`src/rtl/vec_pkg.sv`:
```
// Shared definitions for the vector datapath: default vector length,
// command-word bit positions and the write-controller state type.
package vec_pkg;

  localparam int N_ELEMS = 1024;

  // One-hot positions inside the decoder's command word.
  localparam int CMD_WRITE = 6;
  localparam int CMD_DOT   = 0;

  typedef enum logic [1:0] {
    IDLE    = 2'd0,
    RECV    = 2'd1,
    DONE    = 2'd2,
    RELEASE = 2'd3
  } state_t;

endpackage

```
`src/rtl/vector_write_ctrl_if.sv`:
```
// Bundle between the command/UART side (master) and the vector write
// controller (slave), including the BRAM write port and a state debug tap.
interface vector_write_ctrl_if #(
  parameter int ADDR_W = 10
);
  import vec_pkg::*;

  // start is a level held by the master until write_done is seen.
  // rx_ready is a valid-only strobe with no back-pressure: a pulse seen in RECV is always consumed.
  logic              start;
  logic              bram_sel;
  logic              rx_ready;
  logic [7:0]        rx_data;
  logic              bram_a_we;
  logic              bram_b_we;
  logic [ADDR_W-1:0] bram_addr;
  logic [7:0]        bram_din;
  logic              busy;
  logic              write_done;
  logic              write_err;
  state_t            state;

  modport master (
    output start, bram_sel, rx_ready, rx_data,
    input  bram_a_we, bram_b_we, bram_addr, bram_din, busy, write_done, write_err, state
  );

  modport slave (
    input  start, bram_sel, rx_ready, rx_data,
    output bram_a_we, bram_b_we, bram_addr, bram_din, busy, write_done, write_err, state
  );

endinterface

```
`src/rtl/vector_write_ctrl.sv`:
```
// Streams N_ELEMS UART bytes into BRAM A or B, selected when start rises,
// with an inter-byte timeout and a release phase that waits for start to drop.
module vector_write_ctrl #(
  parameter int N_ELEMS     = vec_pkg::N_ELEMS,
  parameter int ADDR_W      = $clog2(N_ELEMS),
  parameter int TIMEOUT_CYC = 1_000_000
) (
  input  logic                clk,
  input  logic                rst,
  vector_write_ctrl_if.slave  bus
);
  import vec_pkg::*;

  localparam int CNT_W = ADDR_W + 1;
  localparam int TMR_W = $clog2(TIMEOUT_CYC + 1);

  logic [1:0]       rst_sync;
  logic             run;
  state_t           state;
  logic [CNT_W-1:0] count;
  logic [TMR_W-1:0] timer;
  logic             sel_q;

  // Assertion is immediate; release reaches the FSM two clocks later.
  always_ff @(posedge clk or negedge rst) begin
    if (!rst) rst_sync <= 2'b00;
    else      rst_sync <= {rst_sync[0], 1'b1};
  end

  assign run       = rst_sync[1];
  assign bus.state = state;

  always_ff @(posedge clk or negedge rst) begin
    if (!rst) begin
      state          <= IDLE;
      count          <= '0;
      timer          <= '0;
      sel_q          <= 1'b0;
      bus.bram_a_we  <= 1'b0;
      bus.bram_b_we  <= 1'b0;
      bus.bram_addr  <= '0;
      bus.bram_din   <= '0;
      bus.busy       <= 1'b0;
      bus.write_done <= 1'b0;
      bus.write_err  <= 1'b0;
    end else if (!run) begin
      state          <= IDLE;
      count          <= '0;
      timer          <= '0;
      sel_q          <= 1'b0;
      bus.bram_a_we  <= 1'b0;
      bus.bram_b_we  <= 1'b0;
      bus.bram_addr  <= '0;
      bus.bram_din   <= '0;
      bus.busy       <= 1'b0;
      bus.write_done <= 1'b0;
      bus.write_err  <= 1'b0;
    end else begin
      bus.bram_a_we  <= 1'b0;
      bus.bram_b_we  <= 1'b0;
      bus.write_done <= 1'b0;
      bus.write_err  <= 1'b0;
      case (state)
        // rx_ready here is the command byte itself and is deliberately dropped.
        IDLE: begin
          if (bus.start) begin
            sel_q    <= bus.bram_sel;
            count    <= '0;
            timer    <= '0;
            bus.busy <= 1'b1;
            state    <= RECV;
          end
        end
        RECV: begin
          if (bus.rx_ready) begin
            bus.bram_addr <= count[ADDR_W-1:0];
            bus.bram_din  <= bus.rx_data;
            bus.bram_a_we <= ~sel_q;
            bus.bram_b_we <= sel_q;
            count         <= count + CNT_W'(1);
            timer         <= '0;
            if (count == CNT_W'(N_ELEMS - 1)) begin
              bus.write_done <= 1'b1;
              state          <= DONE;
            end
          end else if (timer == TMR_W'(TIMEOUT_CYC - 1)) begin
            bus.write_done <= 1'b1;
            bus.write_err  <= 1'b1;
            state          <= DONE;
          end else begin
            timer <= timer + TMR_W'(1);
          end
        end
        DONE: begin
          bus.busy <= 1'b0;
          state    <= RELEASE;
        end
        // Wait for the decoder to drop start so a held level cannot retrigger.
        RELEASE: begin
          if (!bus.start) state <= IDLE;
        end
        default: state <= IDLE;
      endcase
    end
  end

endmodule

```
`src/flat_wrapper.sv`:
```
// flat-port wrapper written by rule: the top's interface ports become plain ports
module vector_write_ctrl_flat import vec_pkg::*;
#(
  parameter int N_ELEMS     = vec_pkg::N_ELEMS,
  parameter int ADDR_W      = $clog2(N_ELEMS),
  parameter int TIMEOUT_CYC = 1_000_000
)
  (clk, rst, bus_start, bus_bram_sel, bus_rx_ready, bus_rx_data, bus_bram_a_we, bus_bram_b_we, bus_bram_addr, bus_bram_din, bus_busy, bus_write_done, bus_write_err, bus_state);
  vector_write_ctrl_if #(.ADDR_W(ADDR_W)) bus_i ();
  input  logic clk;
  input  logic rst;
  input wire logic [$bits(bus_i.start)-1:0] bus_start;
  input wire logic [$bits(bus_i.bram_sel)-1:0] bus_bram_sel;
  input wire logic [$bits(bus_i.rx_ready)-1:0] bus_rx_ready;
  input wire logic [$bits(bus_i.rx_data)-1:0] bus_rx_data;
  output wire logic [$bits(bus_i.bram_a_we)-1:0] bus_bram_a_we;
  output wire logic [$bits(bus_i.bram_b_we)-1:0] bus_bram_b_we;
  output wire logic [$bits(bus_i.bram_addr)-1:0] bus_bram_addr;
  output wire logic [$bits(bus_i.bram_din)-1:0] bus_bram_din;
  output wire logic [$bits(bus_i.busy)-1:0] bus_busy;
  output wire logic [$bits(bus_i.write_done)-1:0] bus_write_done;
  output wire logic [$bits(bus_i.write_err)-1:0] bus_write_err;
  output wire logic [$bits(bus_i.state)-1:0] bus_state;
  assign bus_i.start = bus_start;
  assign bus_i.bram_sel = bus_bram_sel;
  assign bus_i.rx_ready = bus_rx_ready;
  assign bus_i.rx_data = bus_rx_data;
  assign bus_bram_a_we = bus_i.bram_a_we;
  assign bus_bram_b_we = bus_i.bram_b_we;
  assign bus_bram_addr = bus_i.bram_addr;
  assign bus_bram_din = bus_i.bram_din;
  assign bus_busy = bus_i.busy;
  assign bus_write_done = bus_i.write_done;
  assign bus_write_err = bus_i.write_err;
  assign bus_state = bus_i.state;
  vector_write_ctrl #(.N_ELEMS(N_ELEMS), .ADDR_W(ADDR_W), .TIMEOUT_CYC(TIMEOUT_CYC)) u_core (.clk(clk), .rst(rst), .bus(bus_i));
endmodule
```
`config.mk`:
```
export PLATFORM = sky130hd
export DESIGN_NAME = vector_write_ctrl_flat
export DESIGN_NICKNAME = d
export VERILOG_FILES = /design/src/rtl/vec_pkg.sv /design/src/rtl/vector_write_ctrl_if.sv /design/src/rtl/vector_write_ctrl.sv /design/src/flat_wrapper.sv
export SDC_FILE = /design/constraint.sdc
export NUM_CORES = 1
export LEC_CHECK = 0
export BUFFER_PORTS_ARGS = -buffer_cell sky130_fd_sc_hd__buf_2
export CAP_MARGIN = 20
export CORE_UTILIZATION = 60
export CTS_CLUSTER_DIAMETER = 60
export CTS_CLUSTER_SIZE = 14
export DETAILED_ROUTE_END_ITERATION = 7
export HOLD_SLACK_MARGIN = 0.06
export PLACE_DENSITY = 0.92
export SLEW_MARGIN = 20
export SYNTH_ARGS = -nofsm -noshare
export SYNTH_HDL_FRONTEND = slang
export SYNTH_SLANG_ARGS = --single-unit
```
`constraint.sdc`:
```
create_clock -name clk -period 4.4 [get_ports clk]
set_clock_uncertainty 0.2 [all_clocks]
set_input_delay 0.88 -clock clk [delete_from_list [all_inputs] [get_ports clk]]
set_output_delay 0.88 -clock clk [all_outputs]
set_load 0.05 [all_outputs]
```
## Word level (Yosys, flattened, before mapping)

Cells that the tools add are included.
Widths: inputs -> output; s select.

| word-level totals | value |
|---|---|
| register bits | 59 |
| word-level logic and storage cells | 81 |

| cells by class | value |
|---|---|
| $add $sub $neg | 2 |
| eq/ne operators | 17 |
| multiplexer cells | 42 |
| bitwise logic cells | 1 |
| reductions and logical operators | 7 |

Operators with widths:

| cell | number |
|---|---|
| $mux 20 | 4 |
| $pmux 20 s2 | 1 |
| $mux 11 | 3 |
| $mux 10 | 3 |
| $mux 8 | 3 |
| $pmux 11 s2 | 1 |
| $add 20x1->20 const B | 1 |
| $eq 20x20->1 const B | 1 |
| $mux 1 | 19 |
| $ne 3x3->1 const B | 5 |
| $mux 2 | 6 |
| $ne 4x4->1 const B | 3 |
| $add 11x1->11 const B | 1 |
| $eq 11x10->1 const B | 1 |
| $ne 2x2->1 const B | 4 |
| $pmux 2 s4 | 1 |
| $reduce_and 2->1 | 3 |
| $reduce_and 3->1 | 2 |
| $eq 2x2->1 const B | 2 |
| $reduce_and 4->1 | 1 |
| $eq 2x1->1 const B | 1 |
| $logic_not 2->1 | 1 |
| $pmux 1 s2 | 1 |
| $not 1->1 | 1 |

## Logic depth before layout (Yosys ltp)

| depth | value |
|---|---|
| word-level depth | 5 |
| depth in mapped cells | 9 |
| gate-level depth less buffers | 7 |

## Worst setup path after synthesis

OpenSTA, ideal clock, no wires.

| path | value |
|---|---|
| path type | register to register |
| start | register u_core.state[0], in the netlist u_core.bus.state[0] |
| end | register u_core.timer[5] |
| library setup time | 0.080 ns |
| arrival | 2.256 ns |
| slack | 1.864 ns |
| cell stages (with the launch flop) | 9 |
| period minus slack after synthesis | 2.536 ns |
| cell sequence | dfrtp_1 -> inv_1 -> ha_1 -> mux2i_1 -> nand2_2 -> o21ai_0 -> clkbuf_1 -> or4_1 -> a21oi_1 |

| between the ends | value |
|---|---|
| cells in the longest elaborated chain, start to end | 3 |
| elaborated cells between the ends (all ways) | 8 |

Ends and longest elaborated chain:

| element | RTL line | source |
|---|---|---|
| from (decl) | vector_write_ctrl.sv:19 | `state_t state;` |
| from (signal assigned) | vector_write_ctrl.sv:35 | `state <= IDLE;` |
| from (signal assigned) | vector_write_ctrl.sv:47 | `state <= IDLE;` |
| from (signal assigned) | vector_write_ctrl.sv:71 | `state <= RECV;` |
| $eq 2x1->1 or $logic_not 2->1 (tied branches) | vector_write_ctrl.sv:63 | `case (state)` |
| $ne 4x4->1 (no line) (tied with other cells) | - |  |
| $reduce_and 3->1 (no line) or $mux 20 (tied branches) | - |  |
| to (signal assigned) | vector_write_ctrl.sv:91 | `timer <= timer + TMR_W'(1);` |
| to (decl) | vector_write_ctrl.sv:21 | `logic [TMR_W-1:0] timer;` |

Several ways; a longest one is shown, not always the timed one.
A chain may end at the register's enable or synchronous reset.

## Final worst setup path

| path | value |
|---|---|
| start | register u_core.state[0], in the netlist u_core.bus.state[0] |
| end | register u_core.timer[14] |

Same word-level chain as after synthesis.

==> results.json <==
{
  "fin_setup_tns_ns": 0,
  "drcViolationCount": 3,
  "whs_path_depth": 0,
  "power_density_nw_per_um2": 442,
  "start_kind": "register",
  "area_growth_pct": 13.9,
  "slew_viol_final": 0,
  "whs_ns": 0.160,
  "numClockSinks": 59,
  "synth_area_um2": 2880,
  "vias": 2327,
  "h-tree-depth": 3,
  "period_share_pct": 59.0,
  "cp_data_arrival_time_ns": 2.62,
  "relSlewSlack_pct": 45.5,
  "p_int_mw": 0.934,
  "start_util_pct": 64.5,
  "yosys_warnings": 0,
  "path_delay_family": "compound AO/OA/AOI/OAI gates",
  "final_nets": 328,
  "place_hpwl_um": 4100,
  "num_rows": 24,
  "place.gp.congestion": 0.880,
  "max_freq_ghz": 0.385,
  "crit_type": "register to register",
  "cap_violations": 0,
  "worstPathCellList": "inv_1, ha_1, mux2i_1, a211oi_1, o2111ai_1, xor2_1, nor2_1",
  "insertion_delay_ns": 0.34,
  "synthCells": 271,
  "cts_hold_buf": 0,
  "postCtsSetupBuffers": 0,
  "rsz0062_at_grt": "false",
  "path_depth": 7,
  "finalHoldViolations": 0,
  "cts_tree": "built",
  "setup_ws_ns": 1.80,
  "dr.pass1.iters": 7,
  "leakagePower_nw": 1.54,
  "die_w_um": 71.3,
  "wl_per_cell_um": 16.6,
  "synth_nets": 290,
  "final_antenna_net_count": 0,
  "synth_seq_area_share_pct": 51.2,
  "ctsResizeCount": 0,
  "ir_drop_uv": 346,
  "r2r_cells": 7,
  "crit_end": "u_core.timer[14]$_DFFE_PN0P_",
  "portBuffers": 37,
  "multi_input_comb_area_um2": 1310,
  "grt_start_max_net_pins": 48,
  "setup_violations": 0,
  "seqCellArea_um2": 1480,
  "p_switching_mw": 0.519,
  "drive_gt1_share_pct": 22.6,
  "timing.rr.start": "u_core.bus.state[0]$_DFFE_PN0P_",
  "synth_edf_count": 0,
  "cts_buffer_depth": 2,
  "post-place-ws_ns": 1.47,
  "p_sw_share_pct": 35.7,
  "wirelength_um": 6090,
  "pwr-share-seq_pct": 41.2,
  "critPathBufInv": 1,
  "antenna_found_initial": 0,
  "nFillCells": 301,
  "reg2reg_slack_ns": 1.80,
  "p_total_mw": 1.45,
  "grt_use_total_pct": 27.1,
  "antenna-diode-count": 0,
  "grt_pass1_vias": 2181,
  "end_kind": "register",
  "combPwrFrac_pct": 24.5,
  "reg2reg_to": "u_core.timer[14]$_DFFE_PN0P_",
  "cts_root_buf": "clkbuf_8",
  "ys_seq_elements": 59,
  "cp_slowest_stage_delay_ns": 0.73,
  "dieArea_um2": 5090,
  "ys.flop_type": "dfrtp_1",
  "die_h_um": 71.3,
  "io_pins": 38,
  "path_clk_slew_ns": 0.07,
  "drt_iter0_drc": 313,
  "fin_crit_ns": 2.60,
  "cp-startpoint": "u_core.bus.state[0]$_DFFE_PN0P_",
  "cp_slowest_cell": "a211oi_1",
  "cts_buffers": 9,
  "path_max_fanout": 7,
  "overflow": 0,
  "outcome": "finished with violations",
  "grt_pass1_wl_um": 10400,
  "final_area_um2": 3280,
  "worstMarginPinSlew_ns": 0.813,
  "failed_checks": "design-rule violations",
  "async_flop_share_pct": 100,
  "avgViaCountPerCell": 6.36,
  "ys_types": 49,
  "worst_ep_required_time_ns": 4.42,
  "hp-class": "register to register",
  "avgSynthCellArea_um2": 10.6,
  "clock_power_share_pct": 34.3,
  "postPlaceCellArea_um2": 3080,
  "core_um2": 4470
}
[final cells by class]
class | count | area share (%)
Tap cell | 52 | 1.98
Multi-Input combinational cell | 193 | 39.8
Clock buffer | 9 | 3.77
Clock inverter | 7 | 2.36
Sequential cell | 59 | 45.0
Timing Repair Buffer | 40 | 6.40
Inverter | 6 | 0.686
[registers in the layout (all words and copies together) (netlist names), 2 cells and up]
register,count
u_core.timer,20
u_core.count,11
u_core.bus.bram_addr,10
u_core.bus.bram_din,8
u_core.bus.state,2
u_core.rst_sync,2
[power by group through the flow]
stage / sequential, mW / clock, mW / combinational [mW]
detailed placement: 0.608 / 0 / 0.354
global placement: 0.606 / 0 / 0.343
floorplan: 0.685 / 0 / 0.192
global route: 0.603 / 0.530 / 0.390
CTS: 0.599 / 0.506 / 0.356
finish: 0.599 / 0.499 / 0.356
[layer usage]
| metal | vias to the layer above | part of all wire, % | track usage (%) |
|---|---|---|---|
| li1 | 1083 | - | - |
| met1 | 1137 | 45 | 38.1 |
| met2 | 99 | 47 | 40.6 |
| met3 | 8 | 6.8 | 6.75 |
| met4 | 0 | 1.1 | 10.9 |
| met5 | - | 0 | 0 |
[worst min path at each step]
| stage | from | to | slack, ns |
|---|---|---|---|
| after detailed placement | u_core.rst_sync[0]$_DFF_PN0_ | u_core.rst_sync[1]$_DFF_PN0_ | 0.14 |
| after global placement | u_core.rst_sync[0]$_DFF_PN0_ | u_core.rst_sync[1]$_DFF_PN0_ | 0.13 |
| final | u_core.rst_sync[0]$_DFF_PN0_ | u_core.rst_sync[1]$_DFF_PN0_ | 0.16 |
| after global routing | u_core.rst_sync[0]$_DFF_PN0_ | u_core.rst_sync[1]$_DFF_PN0_ | 0.17 |
| after floorplan | u_core.rst_sync[0]$_DFF_PN0_ | u_core.rst_sync[1]$_DFF_PN0_ | 0.13 |
| after CTS | u_core.rst_sync[0]$_DFF_PN0_ | u_core.rst_sync[1]$_DFF_PN0_ | 0.16 |
[layout by cell type (no fill, tap or decap), drive strengths merged, types with 6 or more instances in the layout]
cell,instances
ha,6
nand4,7
nand2,17
a22o,18
nand3,13
buf,40
a21oi,11
clkbuf,9
o21ai,24
nor2,18
dfrtp,59
inv,7
xor2,12
and3,7
[kinds of logic (layout without fill, tap and decap cells)]
group | after synthesis | count (layout) | share of synthesized area, %
other | 1 | 1 | 0.130
AO/OA/AOI/OAI | 76 | 76 | 18.0
flip-flops | 59 | 59 | 51.2
multiplexers | 5 | 5 | 1.78
adder cells (fa/ha/maj) | 6 | 6 | 2.60
buffers and inverters | 19 | 62 | 3.43
XOR/XNOR | 12 | 12 | 3.64
AND/OR/NAND/NOR | 93 | 93 | 19.3
[cell usage after synthesis (3+ instances only)]
cell	count	area, µm²
dfrtp_1	59	1480
and3_2	4	30.0
clkbuf_1	10	37.5
or3_1	4	25.0
a21oi_1	11	55.1
nand2_1	16	60.1
nand4_1	6	37.5
nor2_1	18	67.6
and3_1	3	18.8
nor3_1	3	15.0
and2_1	4	25.0
ha_1	6	75.1
inv_1	6	22.5
nand3_1	13	65.1
or4_1	3	22.5
xor2_1	12	105
o2111ai_1	4	35.0
o21ai_0	23	115
and4_1	3	26.3
a22o_1	18	158
nor2b_1	3	18.8
mux2i_1	4	40.0
o31ai_1	4	30.0
[per-stage QoR]
step           cells  utilization, %
4_1_cts          366            73.4
5_1_grt          366            73.4
6_report         366            73.4
3_5_place_dp     350            68.8
3_3_place_gp     350            68.8
2_1_floorplan    271               -
No activity file was read; power rests on OpenSTA's default activity.
